`src/rtl/fsqrt_pkg.sv`:
```
// fsqrt_pkg: shared constants, state encoding and input class type for fast_sqrt_seq
package fsqrt_pkg;
  localparam logic [31:0] MAGIC_RSQRT = 32'h5f3759df;
  localparam logic [31:0] FP_HALF = 32'h3f000000;
  localparam logic [31:0] FP_1P5 = 32'h3fc00000;
  localparam logic [31:0] FP_QNAN = 32'h7fc00000;
  localparam logic [31:0] FP_PINF = 32'h7f800000;
  typedef enum logic [3:0] {
    IDLE = 4'd0,
    HALF = 4'd1,
    SQ = 4'd2,
    MUL2 = 4'd3,
    SUB = 4'd4,
    UPD = 4'd5,
    LATCH = 4'd6,
    FINAL = 4'd7,
    RESULT = 4'd8
  } state_t;
  typedef struct packed {
    logic zero;
    logic denorm;
    logic neg;
    logic nan;
    logic pinf;
    logic normal;
  } cls_t;
  localparam cls_t CLS_NORMAL = 6'b000001;
endpackage

```
`src/rtl/floating_adder.sv`:
```
// floating_adder: single-precision add/subtract, round-to-nearest-even, flush-to-zero, 1-clk registered
module floating_adder (
  input logic clk,
  input logic [31:0] a,
  input logic [31:0] b,
  output logic [31:0] result
);
  logic [31:0] big, sml;
  logic [7:0] d;
  logic [26:0] mb, ms;
  logic [27:0] sum;
  logic [25:0] norm;
  logic [4:0] lz;
  logic [22:0] mant;
  logic [23:0] mr;
  logic [9:0] e;
  logic ge, sub, rnd;
  always_comb begin
    ge = a[30:0] >= b[30:0];
    big = ge ? a : b;
    sml = ge ? b : a;
    sub = a[31] ^ b[31];
    d = big[30:23] - sml[30:23];
    mb = big[30:23] == 8'd0 ? 27'd0 : {1'b1, big[22:0], 3'b0};
    ms = sml[30:23] == 8'd0 ? 27'd0 : {1'b1, sml[22:0], 3'b0} >> d;
    sum = sub ? {1'b0, mb} - {1'b0, ms} : {1'b0, mb} + {1'b0, ms};
    lz = 5'd0;
    for (int i = 0; i < 27; i++) lz = sum[i] ? 5'(26 - i) : lz;
    norm = sum[25:0] << lz;
    mant = sum[27] ? sum[26:4] : norm[25:3];
    rnd = sum[27] ? sum[3] && (|sum[2:0] || sum[4]) : norm[2] && (|norm[1:0] || norm[3]);
    mr = {1'b0, mant} + 24'(rnd);
    e = 10'(big[30:23]) + (sum[27] ? 10'd1 : -10'(lz)) + 10'(mr[23]);
  end
  always_ff @(posedge clk)
    result <= sum == 28'd0 || e[9] || e == 10'd0 ? 32'd0
            : e >= 10'd255 ? {big[31], 8'hff, 23'd0} : {big[31], e[7:0], mr[22:0]};
endmodule

```
`src/rtl/floating_multiplication.sv`:
```
// floating_multiplication: single-precision multiply, round-to-nearest-even, flush-to-zero, 1-clk registered
module floating_multiplication (
  input logic clk,
  input logic [31:0] a,
  input logic [31:0] b,
  output logic [31:0] result
);
  logic [47:0] p;
  logic [22:0] mant;
  logic [23:0] mr;
  logic [9:0] e;
  logic rnd, s;
  always_comb begin
    s = a[31] ^ b[31];
    p = 48'({1'b1, a[22:0]}) * 48'({1'b1, b[22:0]});
    mant = p[47] ? p[46:24] : p[45:23];
    rnd = p[47] ? p[23] && (|p[22:0] || p[24]) : p[22] && (|p[21:0] || p[23]);
    mr = {1'b0, mant} + 24'(rnd);
    e = 10'(a[30:23]) + 10'(b[30:23]) - 10'd127 + 10'(p[47]) + 10'(mr[23]);
  end
  always_ff @(posedge clk)
    result <= a[30:23] == 8'd0 || b[30:23] == 8'd0 || e[9] || e == 10'd0 ? {s, 31'd0}
            : e >= 10'd255 ? {s, 8'hff, 23'd0} : {s, e[7:0], mr[22:0]};
endmodule

```
`src/rtl/fsqrt_classify.sv`:
```
// fsqrt_classify: decodes an IEEE-754 single into special/normal classes and the bypass result
module fsqrt_classify import fsqrt_pkg::*; (
  input logic [31:0] x,
  output cls_t cls,
  output logic [31:0] bypass
);
  logic ez, ef, mz;
  always_comb begin
    ez = x[30:23] == 8'h00;
    ef = x[30:23] == 8'hff;
    mz = x[22:0] == 23'd0;
    cls.zero = ez && mz;
    cls.denorm = ez && !mz;
    cls.nan = ef && !mz;
    cls.pinf = ef && mz && !x[31];
    cls.neg = x[31] && !ez && !(ef && !mz);
    cls.normal = !ez && !ef && !x[31];
    bypass = cls.zero ? x : cls.denorm ? 32'd0 : cls.pinf ? FP_PINF : FP_QNAN;
  end
endmodule

```
`src/rtl/fast_sqrt_seq.sv`:
```
// fast_sqrt_seq: sequential sqrt as x*rsqrt(x) with magic seed, Newton steps on one shared mul and adder
module fast_sqrt_seq import fsqrt_pkg::*; #(
  parameter int ITERS = 3
) (
  input logic clk,
  input logic rst,
  input logic start,
  input logic [31:0] x_in,
  output logic busy,
  output logic done,
  output logic [31:0] y_out,
  output logic special
);
  state_t state;
  cls_t cls;
  logic [31:0] bypass, byp, x, y, h, mul_a, mul_b, mul_out, add_out;
  logic [2:0] cnt;
  logic spec;
  fsqrt_classify u_cls (.x(x_in), .cls(cls), .bypass(bypass));
  floating_multiplication u_mul (.clk(clk), .a(mul_a), .b(mul_b), .result(mul_out));
  floating_adder u_add (.clk(clk), .a(FP_1P5), .b({~mul_out[31], mul_out[30:0]}), .result(add_out));
  always_comb begin
    mul_a = state == HALF || state == FINAL ? x : state == SQ || state == UPD ? y : mul_out;
    mul_b = state == HALF ? FP_HALF : state == SQ ? y : state == MUL2 ? h : state == UPD ? add_out : y;
  end
  always_ff @(posedge clk) begin
    if (rst) begin
      state <= IDLE;
      busy <= 1'b0;
      done <= 1'b0;
      special <= 1'b0;
      y_out <= 32'd0;
      cnt <= 3'd0;
      spec <= 1'b0;
    end else begin
      done <= 1'b0;
      special <= 1'b0;
      case (state)
        IDLE: if (start) begin
          busy <= 1'b1;
          x <= x_in;
          y <= MAGIC_RSQRT - (x_in >> 1);
          byp <= bypass;
          cnt <= 3'd0;
          spec <= cls != CLS_NORMAL;
          state <= cls != CLS_NORMAL ? RESULT : HALF;
        end
        HALF: state <= SQ;
        SQ: begin
          if (cnt == 3'd0) h <= mul_out;
          state <= MUL2;
        end
        MUL2: state <= SUB;
        SUB: state <= UPD;
        UPD: state <= LATCH;
        LATCH: begin
          y <= mul_out;
          cnt <= cnt + 3'd1;
          state <= cnt == 3'(ITERS - 1) ? FINAL : SQ;
        end
        FINAL: state <= RESULT;
        RESULT: begin
          y_out <= spec ? byp : mul_out;
          done <= 1'b1;
          special <= spec;
          busy <= 1'b0;
          state <= IDLE;
        end
        default: state <= IDLE;
      endcase
    end
  end
endmodule

```
`config.mk`:
```
export PLATFORM = sky130hd
export DESIGN_NAME = fast_sqrt_seq
export DESIGN_NICKNAME = d
export VERILOG_FILES = /design/src/rtl/fsqrt_pkg.sv /design/src/rtl/floating_adder.sv /design/src/rtl/floating_multiplication.sv /design/src/rtl/fsqrt_classify.sv /design/src/rtl/fast_sqrt_seq.sv
export SDC_FILE = /design/constraint.sdc
export NUM_CORES = 2
export LEC_CHECK = 0
export ABC_AREA = 1
export BUFFER_PORTS_ARGS = -buffer_cell sky130_fd_sc_hd__buf_2
export CORE_ASPECT_RATIO = 1.4
export CORE_UTILIZATION = 50
export CTS_CLUSTER_DIAMETER = 60
export DETAILED_ROUTE_END_ITERATION = 10
export GPL_TIMING_DRIVEN = 0
export PLACE_DENSITY = 0.74
export SLEW_MARGIN = 20
export SYNTH_ARGS = -nofsm -noshare
export SYNTH_HDL_FRONTEND = slang
export SYNTH_SLANG_ARGS = --single-unit
```
`constraint.sdc`:
```
create_clock -name clk -period 20.3 [get_ports clk]
set_input_delay 1.015 -clock clk [delete_from_list [all_inputs] [get_ports clk]]
set_output_delay 1.015 -clock clk [all_outputs]
set_load 0.02 [all_outputs]
```
After elaboration in Yosys (flattened, before gate mapping)
Cells that the tools add are included.
- reduce and logical (&&, ||, !) cells: 55
- muxes and demuxes: 60
- bitwise gates (word level): 4
- shift-type cells: 2
- $add $sub $neg: 14
- $mul: 1
- order comparisons: 3
- eq/ne operators: 12
- operator list (kind ; number):
    32-bit two-way mux ; 11
    5-bit two-way mux ; 27
    31-bit two-way mux ; 3
    23-bit two-way mux ; 3
    32-bit case mux with 2 select lines ; 1
    27-bit two-way mux ; 2
    23-bit by 1-bit adder with 24-bit output ; 2
    24-bit by 24-bit multiplier with 48-bit output ; 1
    8-bit logical NOT ; 5
    4-bit case mux with 8 select lines ; 1
    31-bit by 31-bit subtractor with 32-bit output (first input constant) ; 1
    30-bit by 31-bit greater-or-equal comparator with 1-bit output (first input constant) ; 1
    10-bit by 1-bit adder with 10-bit output ; 3
    27-bit by 27-bit adder with 28-bit output ; 1
    28-bit logical NOT ; 1
    28-bit two-way mux ; 1
    27-bit by 27-bit subtractor with 28-bit output ; 1
    27-bit by 8-bit >> shifter with 27-bit output ; 1
    26-bit by 5-bit left shift with 26-bit output ; 1
    23-bit logical NOT ; 1
    23-bit OR reduction ; 1
    22-bit OR reduction ; 1
    10-bit by 8-bit greater-or-equal comparator with 1-bit output (second input constant) ; 2
    10-bit logical NOT ; 2
    other kinds (32) ; 77
- flip-flop bits (word level): 235
- word-level logic and storage cells: 167

Depth between registers and ports, before layout
- depth in word-level cells: 44
- depth in mapped cells: 92
- depth with buffers taken out: 84

Modules after synthesis
From an unflattened synthesis, not the netlist that was laid out.
- cells, all modules: 6236
- area, all modules: 42698.5 um^2
- by module, submodules not included (module ; sequential area each (um^2) ; area an instance (um^2) ; times used ; cells an instance):
    floating_multiplication ; 640.6 ; 23450.0 ; 1 ; 3360
    floating_adder ; 640.6 ; 10142.2 ; 1 ; 1842
    fast_sqrt_seq ; 4704.5 ; 8673.3 ; 1 ; 960
    fsqrt_classify ; 0.0 ; 432.9 ; 1 ; 74

Worst setup path before layout
Ideal clock, no wire load.
- path kind: reg-to-reg
- start point: register state[3]
- end point: register u_mul.result[10]
- slack: 6.576 ns
- required time: 20.230 ns
- data arrival time: 13.654 ns
- library setup time: 0.070 ns
- cell stages (with the launch flop): 87
- cells stage by stage: dfxtp_1 > nor2_1 > nand2_1 > inv_1 > nor2_1 > clkbuf_1 > clkbuf_1 > buf_1 > o21ai_1 > inv_1 > clkbuf_1 > nand2_1 > fa_1 > fa_1 > inv_1 > fa_1 > ha_1 > inv_1 > (+51 left out) > ha_1 > inv_1 > fa_1 > inv_1 > nand3_1 > nor2_1 > nand2_1 > or2_2 > nor2_1 > xor2_1 > nor2_1 > inv_1 > a21oi_1 > nand3_1 > inv_1 > clkbuf_1 > o21ai_0 > a21oi_1
- word-level cells in the longest chain between the ends: 15
- elaborated cells between the ends (all ways): 35
- classes of those cells: 5 x add/sub; 1 x mul; 1 x order compare; 5 x eq/ne; 8 x mux; 15 x reduce/logical
- ends and longest elaborated chain (item ; RTL line ; source):
    from (decl) ; fast_sqrt_seq.sv:14 ; state_t state;
    from (signal assigned) ; fast_sqrt_seq.sv:46 ; state <= cls != CLS_NORMAL ? RESULT : HALF;
    from (signal assigned) ; fast_sqrt_seq.sv:59 ; state <= cnt == 3'(ITERS - 1) ? FINAL : SQ;
    parallel branches: the longest is 15 deep, another holds 24-bit by 24-bit multiplier with 48-bit output ; - ;
    to (signal assigned) ; floating_multiplication.sv:22 ; result <= a[30:23] == 8'd0 || b[30:23] == 8'd0 || e[9] || e == 10'd0 ? {s, 31'd0}
    to (decl) ; floating_multiplication.sv:6 ; output logic [31:0] result
Parallel ways; which one is timed is not known.
A chain may end at the register's enable or synchronous reset.

Final worst setup path
- start point: register state[2]
- end point: register u_mul.result[6]
The elaborated chain is that of the path after synthesis.

==> summary.txt <==
Outcome
  • Status: completed

Die
  • Chip width: 226 µm
  • Row Count: 114
  • Initial Util: 50.7%
  • I/O pin cnt: 70
  • Die H: 316 µm
  • Die ar.: 71400 µm²
  • Core Region: 69300 µm²

Timing
  • Final hold violations: 0
  • FMAX: 52.9 MHz
  • Fin. max-slew vios: 0
  • Post-route clock period utilization: 93.1%
  • Fin Clk Skew: 0.0229 ns
  • Worst-Margin Slew: 1.19 ns
  • Final setup TNS: 0 ns
  • Unrepaired setup endpoints after global routing: false
  • Fin crit period: 18.90 ns
  • Rel. slew slack: 20.5%
  • Final setup viols: 0

Logic synthesis
  • Mux cell area share after synthesis: 0%
  • Synth Area in XOR/XNOR: 3.06%
  • Largest family of logic cells by synthesized area: adder cells
  • Yosys warns: 0
  • Post-Syn Area: 35200 µm²
  • Post-synthesis simple-gate area fraction: 23.6%
  • Post-synth EDFFs: 128
  • Adder-cell area share of the yosys netlist: 35.9%
  • Synth Register Bits: 235
  • Register area share after synthesis: 17.0%
  • Cells after Synth: 4606
  • Mapped Avg Cell Area: 7.64 µm²
  • Area fraction in compound gates after synthesis: 9.14%
  • Post-synth ARST share: 0%
  • Cell variety after synth: 72
  • Top FF cell, synth: edfxtp_1

CTS
  • Post_cts resized: 0
  • Clock buffer depth: 3
  • CTS clk-pin slew, worst paths: 0.07 ns
  • Clock Root Buffer: clkbuf_16
  • TritonCTS Buffers: 21
  • CTS tree: yes
  • Setup Fix Bufs, Post-CTS: 0
  • Worst-Skew Late Latency: 0.53 ns
  • H-tree level count: 1
  • Hold_buf cts: 0
  • Clk sinks: 235

Global routing
  • Initial antenna violation count: 20
  • First-pass GRT wire length: 200 mm
  • Top Usage Layer GRT: met2
  • M1 GR Usage: 38.3%
  • GR Util met3: 8.89%
  • GRT overflow: 0
  • Routing usage on met2: 65.0%
  • Largest net degree at the start of global routing: 29
  • Vias in the first global route: 33600
  • Tot GR Track Use: 38.3%

Setup path
  • CP max-delay cell: buf_1
  • Critical Path Start Type: register
  • Slowest stage delay, CP: 0.56 ns
  • Setup crit end kind: register
  • R2R Setup Slk: 1.40 ns
  • Crit Path Max Fanout: 10
  • CP Launch Point: state[2]
  • Critical path arrival: 19.30 ns
  • Register-to-Register Path Depth: 86
  • Most used cell, CP: nand2_1
  • RR Endpoint: u_mul.result[6]
  • Kind of critical path: register to register
  • Required time of the worst setup path: 20.70 ns
  • Reg-to-Reg Start: state[2]
  • Crit path to: u_mul.result[6]

Route
  • DR pass1 iterations: 6
  • Vias: 32800
  • Drt wl/cell: 23.6 µm
  • Post-route DRC: 0
  • Final ANT Viol Nets: 0
  • Drt total wl: 134 mm
  • Initial DRC count: 2921
  • Vias per Instance: 5.78

Worst hold path
  • HP Class: register to register

Cells and area
  • Synthesis-to-finish area growth: 6.83%
  • Share of layout cells above drive strength 1: 6.10%
  • Final net count: 5470

Place
  • Routability cong.: 1.05
  • Port Buf Inserts: 68
  • DP Wirelength: 109 mm

Flow run
  • Max_cap viols: 0
==> stage by stage <==
stage / hold WS, ns / instance area (µm²) / util, % / std cells / setup slack (ns)
final: 0.428 / 37600 / 54.2 / 5672 / 1.40
after global routing: 0.440 / 37600 / 54.2 / 5667 / 0.0349
after CTS: 0.430 / 37500 / 54.2 / 5665 / 0.839
after floorplan: 0.403 / 35200 / - / 4625 / 6.58
after detailed placement: 0.419 / 36900 / 53.2 / 5627 / 0.953
after global placement: 0.414 / 36700 / 53.0 / 5621 / 1.14
==> critical path, delay by kind of cell (launching register included) <==
kind | cells | cell delay [ns]
compound gates | 14 | 3.15
xor+xnor | 1 | 0.08
fa+ha+maj | 11 | 4.41
buf+inv | 21 | 4.68
flops | 1 | 0.41
simple gates | 39 | 5.99
==> registers in the layout (all words and copies together) (netlist names) <==
signal and flops:
done 1, special 1, state 4, h 32, spec 1, x 32, u_mul.result 32, y_out 32
u_add.result 32, byp 32, busy 1, y 32, cnt 3
==> synthesized netlist by cell type (9+ instances only) <==
master,number,share of area (%)
ha_1,229,8.1
nand3_2,12,0.34
xnor2_1,32,0.80
nor4_1,18,0.32
nand2_1,903,9.6
buf_2,23,0.33
nor2_2,14,0.25
inv_2,19,0.20
inv_1,793,8.5
clkinv_1,11,0.12
o21ai_0,197,2.8
o22ai_1,9,0.16
o21ai_1,22,0.31
dfxtp_1,107,6.1
o21bai_1,11,0.23
fa_1,487,28
nand4_1,65,1.2
nand2_2,28,0.50
edfxtp_1,128,11
xor2_1,84,2.1
nor2_1,559,6.0
a21oi_1,187,2.7
nor3_1,28,0.40
a31oi_1,32,0.57
clkbuf_1,149,1.6
nand3_1,303,4.3
a31o_2,14,0.35
o211ai_1,33,0.70
==> worst min-delay path by stage <==
stage	start	end	slack, ns	cells after the start
floorplan	u_mul.result[25]	h[25]	0.40	0
global placement	u_mul.result[8]	h[8]	0.41	0
detailed placement	u_mul.result[31]	h[31]	0.42	0
CTS	u_mul.result[31]	h[31]	0.43	0
global route	u_mul.result[31]	h[31]	0.44	0
finish	u_mul.result[31]	h[31]	0.43	0
==> cell type report <==
cell class,count,area (µm²)
fill,6865,31700
multi-input combinational,3371,25400
sequential,235,5990
inverter,826,3110
tap,928,1160
buffer,190,841
clock buffer,25,551
timing repair buffer,74,458
clock inverter,13,85.1
antenna,10,25.0
==> layout by cell type (no fill, tap or decap), types with 8 or more instances in the layout <==
master	count
buf_6	10
nand2_2	28
nand2_1	903
fa_1	487
clkbuf_16	21
nor2_1	555
o21ai_0	197
inv_1	793
or2_2	8
nor2_2	16
nand3_1	302
o21ai_1	15
nor3_1	28
nor4_1	18
xnor2_1	32
a21oi_1	186
buf_2	91
o21bai_1	11
xor2_1	84
a31o_2	14
o22ai_1	9
clkbuf_1	148
a31oi_1	32
dfxtp_1	107
inv_2	19
clkinv_1	12
conb_1	21
diode_2	10
ha_1	229
nand3_2	13
o21ai_2	13
nand4_1	65
edfxtp_1	128
o211ai_1	33
==> cell families (layout without fill, tap and decap cells) <==
| family | Yosys count | count (layout) |
|---|---|---|
| simple gates | 1959 | 1959 |
| buf+inv | 1019 | 1128 |
| fa+ha+maj | 716 | 716 |
| other cells | 2 | 31 |
| flops | 235 | 235 |
| compound gates | 556 | 556 |
| xor+xnor | 119 | 119 |
==> routing by layer <==
layer,vias to the layer above,share of wire [%]
met3,736,8.2
met5,-,0.090
met2,1692,48
met4,18,12
met1,15600,32
li1,14700,-
Power is left out: the tool's default activity adds up to more than one toggle a clock period on the data nets, which glitch-free logic cannot reach.
